$ cat config.mk
export PLATFORM = sky130hd
export DESIGN_NAME = instruction_fetch_unit
export DESIGN_NICKNAME = d
export VERILOG_FILES = /design/src/rtl/ifu_pkg.sv /design/src/rtl/instr_field_decode.sv /design/src/rtl/instruction_fetch_unit.sv
export SDC_FILE = /design/constraint.sdc
export NUM_CORES = 1
export LEC_CHECK = 0
export BUFFER_PORTS_ARGS = -buffer_cell sky130_fd_sc_hd__clkbuf_2
export CAP_MARGIN = 20
export CELL_PAD_IN_SITES_DETAIL_PLACEMENT = 1
export CELL_PAD_IN_SITES_GLOBAL_PLACEMENT = 1
export CORE_ASPECT_RATIO = 1.25
export CORE_UTILIZATION = 29
export DETAILED_ROUTE_END_ITERATION = 6
export PLACE_DENSITY_LB_ADDON = 0.1
export SLEW_MARGIN = 0
export SYNTH_ARGS = -nofsm -noshare
export SYNTH_HDL_FRONTEND = slang
export SYNTH_SLANG_ARGS = --single-unit
$ cat constraint.sdc
create_clock -name clk -period 1.6 [get_ports clk]
set_input_delay 0.08 -clock clk [delete_from_list [all_inputs] [get_ports clk]]
set_output_delay 0.08 -clock clk [all_outputs]
set_load 0.05 [all_outputs]
$ cat src/rtl/ifu_pkg.sv
// Shared definitions for the instruction fetch unit: FSM encoding, 32-bit instruction
// field positions and the NOP word loaded into the instruction register on reset.
package ifu_pkg;

  typedef enum logic [1:0] {
    StIdle  = 2'd0,
    StFetch = 2'd1,
    StHold  = 2'd2,
    StError = 2'd3
  } ifu_state_e;

  localparam int unsigned INSTR_W = 32;

  localparam int unsigned OPC_HI = 31;
  localparam int unsigned OPC_LO = 26;
  localparam int unsigned RS_HI  = 25;
  localparam int unsigned RS_LO  = 21;
  localparam int unsigned RT_HI  = 20;
  localparam int unsigned RT_LO  = 16;
  localparam int unsigned RD_HI  = 15;
  localparam int unsigned RD_LO  = 11;
  localparam int unsigned SHA_HI = 10;
  localparam int unsigned SHA_LO = 6;
  localparam int unsigned FN_HI  = 5;
  localparam int unsigned FN_LO  = 0;
  localparam int unsigned JMP_HI = 25;
  localparam int unsigned JMP_LO = 0;
  localparam int unsigned IMM_HI = 15;
  localparam int unsigned IMM_LO = 0;

  localparam int unsigned OPC_W = OPC_HI - OPC_LO + 1;
  localparam int unsigned REG_W = RS_HI - RS_LO + 1;
  localparam int unsigned SHA_W = SHA_HI - SHA_LO + 1;
  localparam int unsigned FN_W  = FN_HI - FN_LO + 1;
  localparam int unsigned JMP_W = JMP_HI - JMP_LO + 1;
  localparam int unsigned IMM_W = IMM_HI - IMM_LO + 1;

  localparam logic [INSTR_W-1:0] NOP = 32'h0000_0000;

  // Width of a counter that must be able to hold the value max_val.
  function automatic int unsigned cnt_width(input int unsigned max_val);
    return (max_val > 1) ? $clog2(max_val + 1) : 1;
  endfunction

endpackage

$ cat src/rtl/instr_field_decode.sv
// Pure combinational slicer of a 32-bit instruction word into its fields.
// Shared with the control unit so both see identical field boundaries.
module instr_field_decode
  import ifu_pkg::*;
(
  input  logic [INSTR_W-1:0] instr,
  output logic [OPC_W-1:0]   opcode,
  output logic [REG_W-1:0]   rs,
  output logic [REG_W-1:0]   rt,
  output logic [REG_W-1:0]   rd,
  output logic [SHA_W-1:0]   shamt,
  output logic [FN_W-1:0]    funct,
  output logic [JMP_W-1:0]   jump_address,
  output logic [IMM_W-1:0]   branch_offset
);

  assign opcode        = instr[OPC_HI:OPC_LO];
  assign rs            = instr[RS_HI:RS_LO];
  assign rt            = instr[RT_HI:RT_LO];
  assign rd            = instr[RD_HI:RD_LO];
  assign shamt         = instr[SHA_HI:SHA_LO];
  assign funct         = instr[FN_HI:FN_LO];
  assign jump_address  = instr[JMP_HI:JMP_LO];
  assign branch_offset = instr[IMM_HI:IMM_LO];

endmodule

$ cat src/rtl/instruction_fetch_unit.sv
// Fetches the word at pc over a req/ack memory handshake, holds it in IR and offers it
// downstream over valid/ready; pc_advance strobes once per consumed instruction.
module instruction_fetch_unit
  import ifu_pkg::*;
#(
  parameter int unsigned ADDR_W  = 32,
  parameter int unsigned DATA_W  = 32,
  parameter int unsigned TIMEOUT = 15
) (
  input  logic              clk,
  input  logic              rst,
  input  logic [ADDR_W-1:0] pc,
  input  logic              fetch_en,
  input  logic              flush,
  output logic              mem_req,
  output logic [ADDR_W-1:0] mem_addr,
  input  logic              mem_ack,
  input  logic [DATA_W-1:0] mem_rdata,
  output logic              ir_valid,
  input  logic              ir_ready,
  output logic [DATA_W-1:0] instr,
  output logic [5:0]        opcode,
  output logic [4:0]        rs,
  output logic [4:0]        rt,
  output logic [4:0]        rd,
  output logic [4:0]        shamt,
  output logic [5:0]        funct,
  output logic [25:0]       jump_address,
  output logic [15:0]       branch_offset,
  output logic              pc_advance,
  output logic              fetch_error
);

  localparam int unsigned CntW      = cnt_width(TIMEOUT);
  localparam bit          TimeoutEn = (TIMEOUT != 0);
  localparam logic [CntW-1:0] TimeoutCnt = CntW'(TIMEOUT);

  ifu_state_e        state_q, state_d;
  logic              mem_req_q, mem_req_d;
  logic [ADDR_W-1:0] mem_addr_q, mem_addr_d;
  logic [DATA_W-1:0] ir_q, ir_d;
  logic              ir_valid_q, ir_valid_d;
  logic              fetch_error_q, fetch_error_d;
  logic [CntW-1:0]   count_q, count_d;
  logic              discard_q, discard_d;
  logic [CntW-1:0]   count_inc;
  logic              advance;

  assign count_inc = count_q + 1'b1;

  always_ff @(posedge clk) begin
    if (rst) begin
      state_q       <= StIdle;
      mem_req_q     <= 1'b0;
      mem_addr_q    <= '0;
      ir_q          <= DATA_W'(NOP);
      ir_valid_q    <= 1'b0;
      fetch_error_q <= 1'b0;
      count_q       <= '0;
      discard_q     <= 1'b0;
    end else begin
      state_q       <= state_d;
      mem_req_q     <= mem_req_d;
      mem_addr_q    <= mem_addr_d;
      ir_q          <= ir_d;
      ir_valid_q    <= ir_valid_d;
      fetch_error_q <= fetch_error_d;
      count_q       <= count_d;
      discard_q     <= discard_d;
    end
  end

  always_comb begin
    state_d       = state_q;
    mem_req_d     = mem_req_q;
    mem_addr_d    = mem_addr_q;
    ir_d          = ir_q;
    ir_valid_d    = ir_valid_q;
    fetch_error_d = fetch_error_q;
    count_d       = count_q;
    discard_d     = discard_q;
    advance       = 1'b0;

    unique case (state_q)
      StIdle: begin
        if (fetch_en && !flush) begin
          state_d    = StFetch;
          mem_req_d  = 1'b1;
          mem_addr_d = pc;
          count_d    = '0;
          discard_d  = 1'b0;
        end
      end

      StFetch: begin
        if (mem_ack) begin
          mem_req_d = 1'b0;
          count_d   = '0;
          discard_d = 1'b0;
          // A flush anywhere in this fetch, including the ack cycle, drops the word.
          if (discard_q || flush) begin
            state_d = StIdle;
          end else begin
            ir_d       = mem_rdata;
            ir_valid_d = 1'b1;
            state_d    = StHold;
          end
        end else begin
          if (flush) begin
            discard_d = 1'b1;
          end
          if (TimeoutEn) begin
            count_d = count_inc;
            if (count_inc == TimeoutCnt) begin
              state_d       = StError;
              mem_req_d     = 1'b0;
              fetch_error_d = 1'b1;
              count_d       = '0;
              discard_d     = 1'b0;
            end
          end
        end
      end

      StHold: begin
        if (flush) begin
          ir_valid_d = 1'b0;
          state_d    = StIdle;
        end else if (ir_ready) begin
          advance    = 1'b1;
          ir_valid_d = 1'b0;
          state_d    = StIdle;
        end
      end

      StError: begin
        if (flush) begin
          state_d       = StIdle;
          fetch_error_d = 1'b0;
        end
      end

      default: begin
        state_d = StIdle;
      end
    endcase
  end

  // pc_advance must coincide with the handshake cycle so the PC moves on that same edge
  // and IDLE samples the new pc; hence it is decoded, not registered.
  assign pc_advance  = advance && !rst;

  assign mem_req     = mem_req_q;
  assign mem_addr    = mem_addr_q;
  assign ir_valid    = ir_valid_q;
  assign instr       = ir_q;
  assign fetch_error = fetch_error_q;

  instr_field_decode u_decode (
    .instr        (ir_q[INSTR_W-1:0]),
    .opcode       (opcode),
    .rs           (rs),
    .rt           (rt),
    .rd           (rd),
    .shamt        (shamt),
    .funct        (funct),
    .jump_address (jump_address),
    .branch_offset(branch_offset)
  );

endmodule
# Yosys cells after proc, flatten, opt, wreduce, memory -nomap -nowiden
# Index checks and enable logic that the tools add are counted.
[classes]
shifts = 0
n_eq_ne = 13
bitwise = 1
n_mux = 33
n_reduce_logical = 17
magnitude_cmp = 0
n_addsub = 1
multipliers = 0
div_mod_pow = 0
[ops]
columns = ["operator", "n"]
rows = [
  ["1-bit 2-to-1 mux", 17],
  ["2-bit 2-to-1 mux", 7],
  ["4-bit 2-to-1 mux", 3],
  ["2-bit inequality test, second input constant", 6],
  ["4-bit AND reduction", 3],
  ["3-bit AND reduction", 3],
  ["1-bit case mux with 2 select lines", 4],
  ["2-bit case mux with 4 select lines", 1],
  ["4-bit case mux with 2 select lines", 1],
  ["3-bit inequality test, second input constant", 2],
  ["2-bit nonzero test", 3],
  ["4-bit by 1-bit adder with 4-bit output, second input constant", 1],
  ["2-bit == test, second input constant", 2],
  ["4-bit == test, second input constant", 1],
  ["4-bit inequality test, second input constant", 1],
  ["2-bit AND reduction", 2],
  ["2-bit by 1-bit == test with 1-bit output, second input constant", 1],
  ["1-bit logical AND", 2],
  ["1-bit zero test", 2],
  ["2-bit zero test", 1],
  ["1-bit logical OR", 1],
  ["1-bit NOT", 1],
]
[word_totals]
latchBits = 0
word_cells = 73
ram_bits = 0
mem_bits_ro = 0
regBits = 74
n_memories = 0

# Longest topological paths before layout
# Gate-level depths: netlist of the first run.
[logic_depth]
ltp_word = 5
ltp_mapped = 7
depth_no_buf = 5

# Modules after synthesis
# A second synthesis of the first run with hierarchy kept.
[hier_totals]
cells_unflattened = 424
hier_area_um2 = 3377.0
[by_module_without_submodules]
columns = ["module", "seq_area_each_um2", "area_per_inst_um2", "cells_per_inst", "n_inst"]
rows = [
  ["instruction_fetch_unit", 1481.4, 2821.5, 350, 1],
  ["instr_field_decode", 0.0, 555.5, 74, 1],
]

# Worst setup path before layout of the first run
# OpenSTA, ideal clock, no wires.
[synth_timing]
path_type = "flip-flop to output port"
from = "reg state_q[1]"
to = "out pc_advance"
required_ns = 1.520
n_path_buf = 1
path_slack_ns = -0.818
arrival_time_ns = 2.338
path_stages_with_launch = 4
cell_sequence = "dfxtp_1 buf_2 nand2_1 nor4b_1"
[synth_between]
elab_chain_len = 3
[synth_lines]
columns = ["item", "line", "text"]
rows = [
  ["start: declaration", "instruction_fetch_unit.sv:38", "ifu_state_e state_q, state_d;"],
  ["start signal: assignment", "instruction_fetch_unit.sv:53", "state_q <= StIdle;"],
  ["start signal: assignment", "instruction_fetch_unit.sv:62", "state_q <= state_d;"],
  ["2-bit == test", "instruction_fetch_unit.sv:84", "unique case (state_q)"],
  ["1-bit 2-to-1 mux", "instruction_fetch_unit.sv:84", ""],
  ["1-bit logical AND", "instruction_fetch_unit.sv:151", "assign pc_advance = advance && !rst;"],
  ["end: declaration", "instruction_fetch_unit.sv:30", "output logic pc_advance,"],
]
# Every way passes these cells.

# Final worst setup path of the first run
[layout_timing]
from = "reg count_q[0]"
to = "reg count_q[3]"
[layout_between]
elab_chain_len = 5
[layout_lines]
columns = ["item", "line", "text"]
rows = [
  ["start: declaration", "instruction_fetch_unit.sv:44", "logic [CntW-1:0] count_q, count_d;"],
  ["start signal: assignment", "instruction_fetch_unit.sv:68", "count_q <= count_d;"],
  ["4-bit by 1-bit adder with 4-bit output *", "instruction_fetch_unit.sv:49", "assign count_inc = count_q + 1'b1;"],
  ["4-bit == test", "instruction_fetch_unit.sv:114", "if (count_inc == TimeoutCnt) begin"],
  ["4-bit 2-to-1 mux *", "instruction_fetch_unit.sv:114", ""],
  ["4-bit 2-to-1 mux *", "instruction_fetch_unit.sv:96", "if (mem_ack) begin"],
  ["4-bit case mux with 2 select lines *", "instruction_fetch_unit.sv:84", ""],
]
# Mark *: on every way between the ends. The rest lies on a longest branch, timed or not.
# A chain may end at the register's enable or synchronous reset.

==> impl_metrics.py, run 1 <==
metrics = {
    "drt": {
        "ant_nets": 0,
        "dr.pass1.iters": 7,
        "totalWireLength_mm": 10.48,
        "drc": 18,
        "drt_first_iter_violations": 91,
        "routedWlPerCell_um": 13.72,
        "vias": 3438,
        "vias_per_cell": 4.500,
    },
    "sta": {
        "relSlewSlack": 0.7522,
        "maxSlewViolCount": 0,
        "rsz0062_at_grt": "yes",
        "fin_crit_sh": 0.9695,
        "setup_viol": 0,
        "worst_pin_slew_ns": 0.3713,
        "final_hold_viol_count": 0,
        "period_needed_ns": 1.551,
        "tns_ns": 0,
        "timing.fmax_mhz": 644.6,
        "fin_skew_ns": 0.005300,
    },
    "setup_path": {
        "criticalPathCategory": "reg -> reg",
        "critPathMaxFanout": 6,
        "cp-start-kind": "register",
        "cp_data_arrival_time_ns": 1.75,
        "crit_required_ns": 1.80,
        "cp-end-kind": "register",
    },
    "floorplan": {
        "core_um2": 11240,
        "ioPinCount": 212,
        "rows": 43,
        "die_x_um": 98.52,
        "fp.dieArea_um2": 12080,
        "die_y_um": 122.7,
        "start_util": 0.3003,
    },
    "clock_tree": {
        "cts_sinks": 74,
        "numCtsBuffers": 9,
        "clockBufferDepth": 2,
        "cts_tree": "yes",
        "clk_pin_slew_ns": 0.05,
        "clock_tree.root_cell": "clkbuf_16",
        "clk-insertion-delay-late_ns": 0.33,
        "htree_levels": 3,
    },
    "synthesis": {
        "syn_inst": 424,
        "synth_ff_type": "dfxtp_1",
        "ys_types": 37,
        "synth_seq_cells": 74,
        "syn_nets": 496,
        "yosysSeqAreaShare": 0.4387,
        "synthArstFlopShare": 0,
        "synth_warnings": 0,
        "synth.avg_cell_area_um2": 7.965,
        "synth-edff-count": 0,
        "netlist_area_um2": 3377,
    },
    "pwr": {
        "leakagePower_nw": 2.340,
        "power_density_nw_per_um2": 950.1,
        "irDropWorstVdd_v": 0.0004523,
    },
    "status": {
        "violations": "DRC",
        "status": "finished with violations",
    },
    "global_routing": {
        "grt_usage": 0.1685,
        "overflow": 0,
        "grt_pass1_wl_mm": 15.97,
        "grt_max_degree": 33,
        "antenna_found_initial": 0,
        "grt_pass1_vias": 3272,
    },
    "worst_hold_path": {
        "holdCritPathClass": "in -> reg",
    },
    "finish": {
        "drive_above_1_share": 0.4022,
        "areaGrowthSynthToFinish_pct": 49.91,
        "nets": 698,
        "finalInstanceArea_um2": 5062,
        "final_cells": 764,
        "final_cell_mix": "clkbuf_2, nand2_1, dfxtp_1",
        "final_common_cell": "clkbuf_2",
        "antenna_cells": 0,
    },
    "placement": {
        "hpwlAfterDp_mm": 7.274,
        "place_area_um2": 4108,
        "dp.cells": 686,
        "gp_congestion": 0.7934,
        "io_buffers": 211,
    },
    "flow_run": {
        "maxCapViolations": 0,
    },
}
==> registers in the layout, indices dropped and copies added, names as in the netlist <==
name and cells:
count_q 4, instr 32, state_q 2, ir_valid 1, mem_req 1, discard_q 1, fetch_error 1, mem_addr 32
==> area by class of cell <==
| type | instances | area, um2 |
|---|---|---|
| Clock buffer | 11 | 252.7 |
| Clock inverter | 3 | 40.04 |
| Fill cell | 1400 | 6182 |
| Inverter | 7 | 26.28 |
| Multi-Input combinational cell | 245 | 1236 |
| Sequential cell | 74 | 1484 |
| Tap cell | 135 | 168.9 |
| Timing Repair Buffer | 289 | 1854 |
==> worst max-delay path, stage by stage, from the launching register on <==
cell and delay (ns):
dfxtp_1 0.36, ha_1 0.28, or4b_4 0.53, o211ai_4 0.14, o32ai_1 0.11
==> per-layer routing <==
layer  global-route usage  share of wire  vias to the layer above  wire (um)
li1                     -              -                     1704          -
met1               0.1846           0.40                     1567       4238
met2               0.3063           0.51                      152       5302
met3              0.04784          0.070                       15        739
met4              0.06810          0.019                        0        203
met5                    0              0                        -          0
==> metrics by stage <==
step	total power, mW	worst slack (ns)	utilization	hold slack [ns]
after CTS	4.887	0.01269	0.4498	0.09625
after floorplan	2.501	0.1537	-	0.2160
after global routing	5.021	-0.002878	0.4502	0.1458
after detailed placement	2.719	-0.0007661	0.3653	0.3103
final	4.810	0.04877	0.4502	0.1066
after global placement	2.708	0.08881	0.3653	0.3024
==> cell families after synthesis <==
logic type | Yosys count | synth area share
buffers and inverters | 105 | 0.2071
XOR/XNOR | 1 | 0.002594
AO/OA/AOI/OAI | 91 | 0.1526
AND/OR/NAND/NOR | 151 | 0.1916
adder cells (fa/ha/maj) | 2 | 0.007409
flip-flops | 74 | 0.4387
==> repair_timing <==
| item | in CTS | in global routing |
|---|---|---|
| endpoints found under the hold margin | 64 | 0 |
| hold buffers | 64 | 0 |
| setup buffers | 0 | 0 |
| pin swaps | 0 | 1 |
| resized for setup | 3 | 3 |
| setup endpoints to repair | 3 | 9 |
| gates cloned | 0 | 0 |
==> path summary, 6_finish.rpt <==
kind	startpoint	to	slack, ns	cells after the start
setup reg to reg	count_q[0]$_SDFFE_PP0P_	count_q[3]$_SDFFE_PP0P_	0.05	4
hold / removal	rst	count_q[2]$_SDFFE_PP0P_	0.11	2
setup / recovery	count_q[0]$_SDFFE_PP0P_	count_q[3]$_SDFFE_PP0P_	0.05	4
hold reg to reg	mem_addr[15]$_SDFFE_PP0P_	mem_addr[15]$_SDFFE_PP0P_	0.45	2
==> cell usage after synthesis, types with 3 or more instances <==
| cell | count | area share |
|---|---|---|
| clkbuf_1 | 13 | 0.014 |
| a21oi_1 | 68 | 0.10 |
| nor2_1 | 4 | 0.0044 |
| dfxtp_1 | 74 | 0.44 |
| nand2_1 | 133 | 0.15 |
| a31oi_1 | 4 | 0.0074 |
| inv_1 | 5 | 0.0056 |
| o21ai_0 | 5 | 0.0074 |
| buf_4 | 77 | 0.17 |
| buf_2 | 7 | 0.010 |
| nand3_1 | 3 | 0.0044 |
==> report_power, final <==
group          internal [mW]  total, mW  switching [mW]
combinational          0.308      0.850           0.542
sequential              1.91       1.95          0.0450
clock                   1.27       2.01           0.740
total                   3.48       4.81            1.33
(Power assumes the default switching activity.)
==> inputs of run 2 (changes only) <==
--- a/config.mk
+++ b/config.mk
@@ -10,7 +10,9 @@
 export CELL_PAD_IN_SITES_DETAIL_PLACEMENT = 1
 export CELL_PAD_IN_SITES_GLOBAL_PLACEMENT = 1
 export CORE_ASPECT_RATIO = 1.25
-export CORE_UTILIZATION = 29
+export CORE_UTILIZATION = 27
+export CTS_BUF_LIST = sky130_fd_sc_hd__clkbuf_8
+export CTS_CLUSTER_SIZE = 12
 export DETAILED_ROUTE_END_ITERATION = 6
 export PLACE_DENSITY_LB_ADDON = 0.1
 export SLEW_MARGIN = 0
==> constraint.sdc (replaced) <==
create_clock -name clk -period 1.4 [get_ports clk]
set_input_delay 0.07 -clock clk [delete_from_list [all_inputs] [get_ports clk]]
set_output_delay 0.07 -clock clk [all_outputs]
set_load 0.05 [all_outputs]
==> run 2 against run 1 <==
  * The flow finishes with violations (setup timing)
  * Maximum frequency increased by 6.5%
  * Clock skew grew 0.0028 ns
  * Count of clock-buffer cells in the layout decreased by 2
==> impl_metrics.py, run 2 (synthesized netlist as in run 1, its figures left out) <==
metrics = {
    "floorplan": {
        "die_y_um": 127.0,
        "ioPinCount": 212,
        "fp.dieArea_um2": 12960,
        "core_um2": 12160,
        "rows": 45,
        "die_x_um": 102.0,
        "start_util": 0.2777,
    },
    "sta": {
        "timing.fmax_mhz": 686.9,
        "fin_crit_sh": 1.040,
        "tns_ns": -1.406,
        "rsz0062_at_grt": "yes",
        "final_hold_viol_count": 0,
        "setup_ws_ns": -0.05587,
        "fin_skew_ns": 0.008054,
        "maxSlewViolCount": 0,
        "worst_pin_slew_ns": 0.3953,
        "period_needed_ns": 1.456,
        "setup_viol": 40,
        "relSlewSlack": 0.7365,
    },
    "drt": {
        "totalWireLength_mm": 12.08,
        "vias": 3623,
        "vias_per_cell": 4.408,
        "routedWlPerCell_um": 14.70,
        "ant_nets": 0,
        "dr.pass1.iters": 4,
        "drc": 0,
        "drt_first_iter_violations": 44,
    },
    "setup_path": {
        "criticalPathCategory": "reg -> reg",
        "critPathMaxFanout": 9,
        "r2r_cells": 7,
        "regToRegSetupSlack_ns": -0.06,
        "cp-start-kind": "register",
        "cp_data_arrival_time_ns": 1.68,
        "cp-end-kind": "register",
        "crit_required_ns": 1.63,
        "crit_path_start": "state_q[1]$_SDFFE_PP0P_",
        "r2r-end": "instr[29]$_SDFFE_PP0P_",
        "timing.rr.start": "state_q[1]$_SDFFE_PP0P_",
    },
    "global_routing": {
        "overflow": 0,
        "grt_max_degree": 33,
        "grt_usage": 0.1760,
        "grt_pass1_vias": 3556,
        "antenna_found_initial": 0,
        "grt_pass1_wl_mm": 17.54,
    },
    "finish": {
        "final_cells": 822,
        "seq_area_um2": 1496,
        "finalInstanceArea_um2": 5603,
        "drive_above_1_share": 0.5000,
        "multi_input_area_um2": 1473,
        "fillers": 1514,
        "final_common_cell": "clkbuf_2",
        "areaGrowthSynthToFinish_pct": 65.91,
        "antenna_cells": 0,
        "nets": 726,
        "final_cell_mix": "clkbuf_2, nand2_1, dfxtp_1",
    },
    "clock_tree": {
        "numCtsBuffers": 9,
        "clk_pin_slew_ns": 0.08,
        "clk-insertion-delay-late_ns": 0.35,
        "clockBufferDepth": 2,
        "cts_tree": "yes",
        "htree_levels": 3,
        "clock_tree.root_cell": "clkbuf_8",
        "cts_sinks": 74,
    },
    "worst_hold_path": {
        "min_from": "rst",
        "min_path_cells": 2,
        "holdCritPathClass": "in -> reg",
        "holdPathEnd": "discard_q$_SDFFE_PP0P_",
    },
    "placement": {
        "place_area_um2": 4224,
        "io_buffers": 211,
        "hpwlAfterDp_mm": 7.485,
        "dp.cells": 723,
        "pre_cts_ws_ns": -0.1467,
        "gp_congestion": 0.7202,
    },
    "status": {
        "status": "finished with violations",
        "violations": "setup timing",
    },
    "pwr": {
        "leakagePower_nw": 2.555,
        "power_density_nw_per_um2": 850.5,
        "irDropWorstVdd_v": 0.0005348,
    },
    "flow_run": {
        "maxCapViolations": 0,
    },
}
[run 2: routing by layer]
metal,part of all wire,global-route usage
met5,0,0
met4,0.018,0.07899
met3,0.055,0.03392
met2,0.56,0.3395
met1,0.37,0.1774
[run 2: worst max-delay path: stages, from the launching register on]
cell and delay, ns:
dfxtp_4 0.36, buf_8 0.13, nor4b_4 0.26, buf_4 0.19
nand2_8 0.09, buf_12 0.16, nand2_1 0.09, a21oi_2 0.06
[run 2: area by class of cell]
type | instances | share of cell area
clock buffer | 9 | 0.02211
multi-input combinational | 245 | 0.2628
sequential | 74 | 0.2671
clock inverter | 6 | 0.006253
timing repair buffer | 317 | 0.4000
tap | 164 | 0.03662
inverter | 7 | 0.005136
[run 2: worst max path at each step]
stage | endpoint | slack [ns]
floorplan | discard_q$_SDFFE_PP0P_ | 0.01
global placement | state_q[1]$_SDFFE_PP0P_ | -0.1
detailed placement | count_q[3]$_SDFFE_PP0P_ | -0.15
CTS | pc_advance | -0.08
global route | instr[24]$_SDFFE_PP0P_ | -0.12
finish | instr[29]$_SDFFE_PP0P_ | -0.06
[run 2: timing repair]
action	CTS	global route
gates resized for setup	30	53
buffers inserted	8	4
setup endpoints to repair	41	73
hold buffers	64	0
pin swaps	8	25
endpoints found under the hold margin	64	0
gates cloned	3	5
[run 2: power breakdown]
part | total, mW | leakage (nW) | switching (mW) | internal [mW]
clock | 1.43 | 0.0806 | 0.807 | 0.620
combinational | 1.11 | 1.87 | 0.675 | 0.440
sequential | 2.22 | 0.604 | 0.0538 | 2.17
total | 4.77 | 2.56 | 1.54 | 3.23
[run 2: per-stage QoR]
stage	total power [mW]	hold slack, ns	utilization
floorplan	2.860	0.2060	-
global placement	3.107	0.2922	0.3473
detailed placement	3.120	0.3010	0.3473
CTS	4.762	0.1034	0.4336
global route	5.009	0.1063	0.4607
finish	4.765	0.1139	0.4607
==> inputs of run 3 (changes only) <==
--- a/config.mk
+++ b/config.mk
@@ -15,6 +15,7 @@
 export CTS_CLUSTER_SIZE = 12
 export DETAILED_ROUTE_END_ITERATION = 6
 export PLACE_DENSITY_LB_ADDON = 0.1
+export SETUP_SLACK_MARGIN = 0.5
 export SLEW_MARGIN = 0
 export SYNTH_ARGS = -nofsm -noshare
 export SYNTH_HDL_FRONTEND = slang
==> run 3 against run 2 <==
  * Setup slack got worse by 0.19 ns
  * Register-to-register slack got worse by 0.19 ns
  * The run still ends with setup timing left
  * Die area unchanged
  * First-iteration DRC count increased to 3.8 times the previous value
  * Wire length increased by 98%
  * Total power increased by 22%
  * Non-clock buffer count increased by 29
  * Clock skew increased by 0.016 ns
  * Via count increased by 16%
  * Utilization increased by 27 points
==> impl_metrics.py, run 3 (synthesized netlist as in run 1, its figures left out) <==
metrics = {
    "setup_path": {
        "crit_required_ns": 1.68,
        "crit_path_start": "state_q[0]$_SDFFE_PP0P_",
        "cp-start-kind": "register",
        "critPathMaxFanout": 8,
        "r2r-end": "instr[30]$_SDFFE_PP0P_",
        "regToRegSetupSlack_ns": -0.25,
        "criticalPathCategory": "reg -> reg",
        "critPathCapture": "instr[30]$_SDFFE_PP0P_",
        "critPathSlowestCell": "dfxtp_4",
        "cp_data_arrival_time_ns": 1.93,
        "crit_family": "simple AND/OR/NAND/NOR gates",
        "timing.rr.start": "state_q[0]$_SDFFE_PP0P_",
        "critPathBufInv": 2,
        "r2r_cells": 6,
        "max_stage_delay_ns": 0.40,
        "crit_cells": 6,
        "cp-end-kind": "register",
        "cp_cell_sequence": "nor4b_4 -> buf_4 -> and2_4 -> clkbuf_16 -> nand2_1 -> a21oi_1",
    },
    "finish": {
        "nets": 755,
        "drive_above_1_share": 0.7529,
        "final_cell_mix": "clkbuf_16, clkbuf_2, nand2_1, dfxtp_4, dlygate4sd3_1",
        "fillers": 1132,
        "final_common_cell": "clkbuf_16",
        "areaGrowthSynthToFinish_pct": 162.5,
        "finalInstanceArea_um2": 8864,
    },
    "sta": {
        "rsz0062_at_grt": "yes",
        "tns_ns": -7.388,
        "maxSlewViolCount": 0,
        "setup_ws_ns": -0.2460,
        "setup_viol": 72,
        "period_needed_ns": 1.646,
        "fin_skew_ns": 0.02381,
        "worst_pin_slew_ns": 0.6614,
        "final_hold_viol_count": 0,
        "timing.fmax_mhz": 607.5,
        "fin_crit_sh": 1.176,
        "relSlewSlack": 0.5591,
    },
    "clock_tree": {
        "cts_sinks": 74,
        "clock_tree.root_cell": "clkbuf_8",
        "numCtsBuffers": 9,
        "clk_pin_slew_ns": 0.10,
        "cts_tree": "yes",
        "htree_levels": 3,
        "clk-insertion-delay-late_ns": 0.38,
        "clockBufferDepth": 2,
    },
    "floorplan": {
        "core_um2": 12160,
        "start_util": 0.2777,
        "die_y_um": 127.0,
        "rows": 45,
        "fp.dieArea_um2": 12960,
        "ioPinCount": 212,
        "die_x_um": 102.0,
    },
    "global_routing": {
        "grt_pass1_wl_mm": 24.25,
        "grt_usage": 0.2516,
        "grt_max_degree": 39,
        "antenna_found_initial": 2,
        "grt_pass1_vias": 4199,
        "overflow": 0,
    },
    "drt": {
        "vias_per_cell": 4.933,
        "vias": 4213,
        "drc": 0,
        "ant_nets": 0,
        "drt_first_iter_violations": 167,
        "totalWireLength_mm": 23.91,
        "dr.pass1.iters": 4,
        "routedWlPerCell_um": 27.99,
    },
    "pwr": {
        "power_mw": 5.821,
        "leakagePower_nw": 3.681,
        "irDropWorstVdd_v": 0.0004038,
        "power_density_nw_per_um2": 656.7,
    },
    "status": {
        "status": "finished with violations",
        "violations": "setup timing",
    },
    "worst_hold_path": {
        "holdCritPathClass": "in -> reg",
    },
    "placement": {
        "gp_congestion": 0.7299,
        "place_area_um2": 4292,
        "hpwlAfterDp_mm": 7.449,
        "io_buffers": 211,
        "pre_cts_ws_ns": -0.03993,
    },
    "flow_run": {
        "maxCapViolations": 0,
    },
}
[run 3: cell count changes in the layout (fill, tap and decap cells not counted), moves of 13 or more]
cell / previous run / this run
a21oi_2: 12 / 54
clkbuf_2: 210 / 69
dfxtp_4: 4 / 64
nand2_1: 110 / 64
nand2_2: 12 / 25
buf_4: 23 / 46
clkbuf_16: 4 / 88
a21oi_1: 55 / 13
nand2_4: 10 / 43
buf_8: 1 / 54
dfxtp_1: 70 / 1
[run 3: per-layer routing]
metal	global-route usage	share of wire	wire, um	vias up
met1	0.2365	0.34	8064	2071
met4	0.1328	0.059	1407	0
met5	0	0	0	-
li1	-	-	-	1835
met2	0.4927	0.55	13230	232
met3	0.05306	0.050	1201	75
[run 3: worst register-to-register path, stage by stage (launching register included)]
cell	delay [ns]
dfxtp_4	0.40
nor4b_4	0.28
buf_4	0.18
and2_4	0.22
clkbuf_16	0.20
nand2_1	0.09
a21oi_1	0.19
[run 3: through the flow]
step / cells / utilization / hold slack (ns)
3_3_place_gp: 720 / 0.3529 / 0.2845
2_1_floorplan: 424 / - / 0.1985
5_1_grt: 854 / 0.7288 / 0.2128
3_5_place_dp: 720 / 0.3529 / 0.2936
4_1_cts: 819 / 0.6045 / 0.1191
6_report: 854 / 0.7288 / 0.1769
[run 3: worst min path at each step]
stage | startpoint | end | slack (ns) | cells after the start
floorplan | mem_rdata[22] | instr[22]$_SDFFE_PP0P_ | 0.20 | 2
global placement | mem_rdata[7] | instr[7]$_SDFFE_PP0P_ | 0.28 | 3
detailed placement | mem_rdata[17] | instr[17]$_SDFFE_PP0P_ | 0.29 | 3
CTS | ir_ready | ir_valid$_SDFFE_PP0P_ | 0.12 | 4
global route | rst | fetch_error$_SDFFE_PP0P_ | 0.21 | 3
finish | ir_ready | ir_valid$_SDFFE_PP0P_ | 0.18 | 4
[run 3: layout make-up]
| cell class | count | area (um2) | share of cell area |
|---|---|---|---|
| diodes | 2 | 5.005 | 0.0005647 |
| repair buffers | 346 | 4783 | 0.5397 |
| flip-flops and latches | 74 | 1733 | 0.1955 |
| clock buffers | 9 | 123.9 | 0.01398 |
| well taps | 164 | 205.2 | 0.02315 |
| multi-input cells | 245 | 1916 | 0.2161 |
| inverters | 7 | 28.78 | 0.003247 |
| clock inverters | 7 | 68.82 | 0.007764 |
[run 3: timing repair]
item / in CTS / in global routing
pin swaps: 16 / 66
buffers inserted: 14 / 25
cloned: 5 / 8
hold endpoints to repair: 64 / 0
endpoints found under the setup margin: 216 / 216
resized for setup: 356 / 441
hold buffers: 64 / 0
[run 3: report_power, final]
part,internal (mW),switching (mW),total [mW]
registers,2.10,0.124,2.22
clock network,0.823,1.03,1.85
logic,0.834,0.909,1.74
total,3.76,2.06,5.82
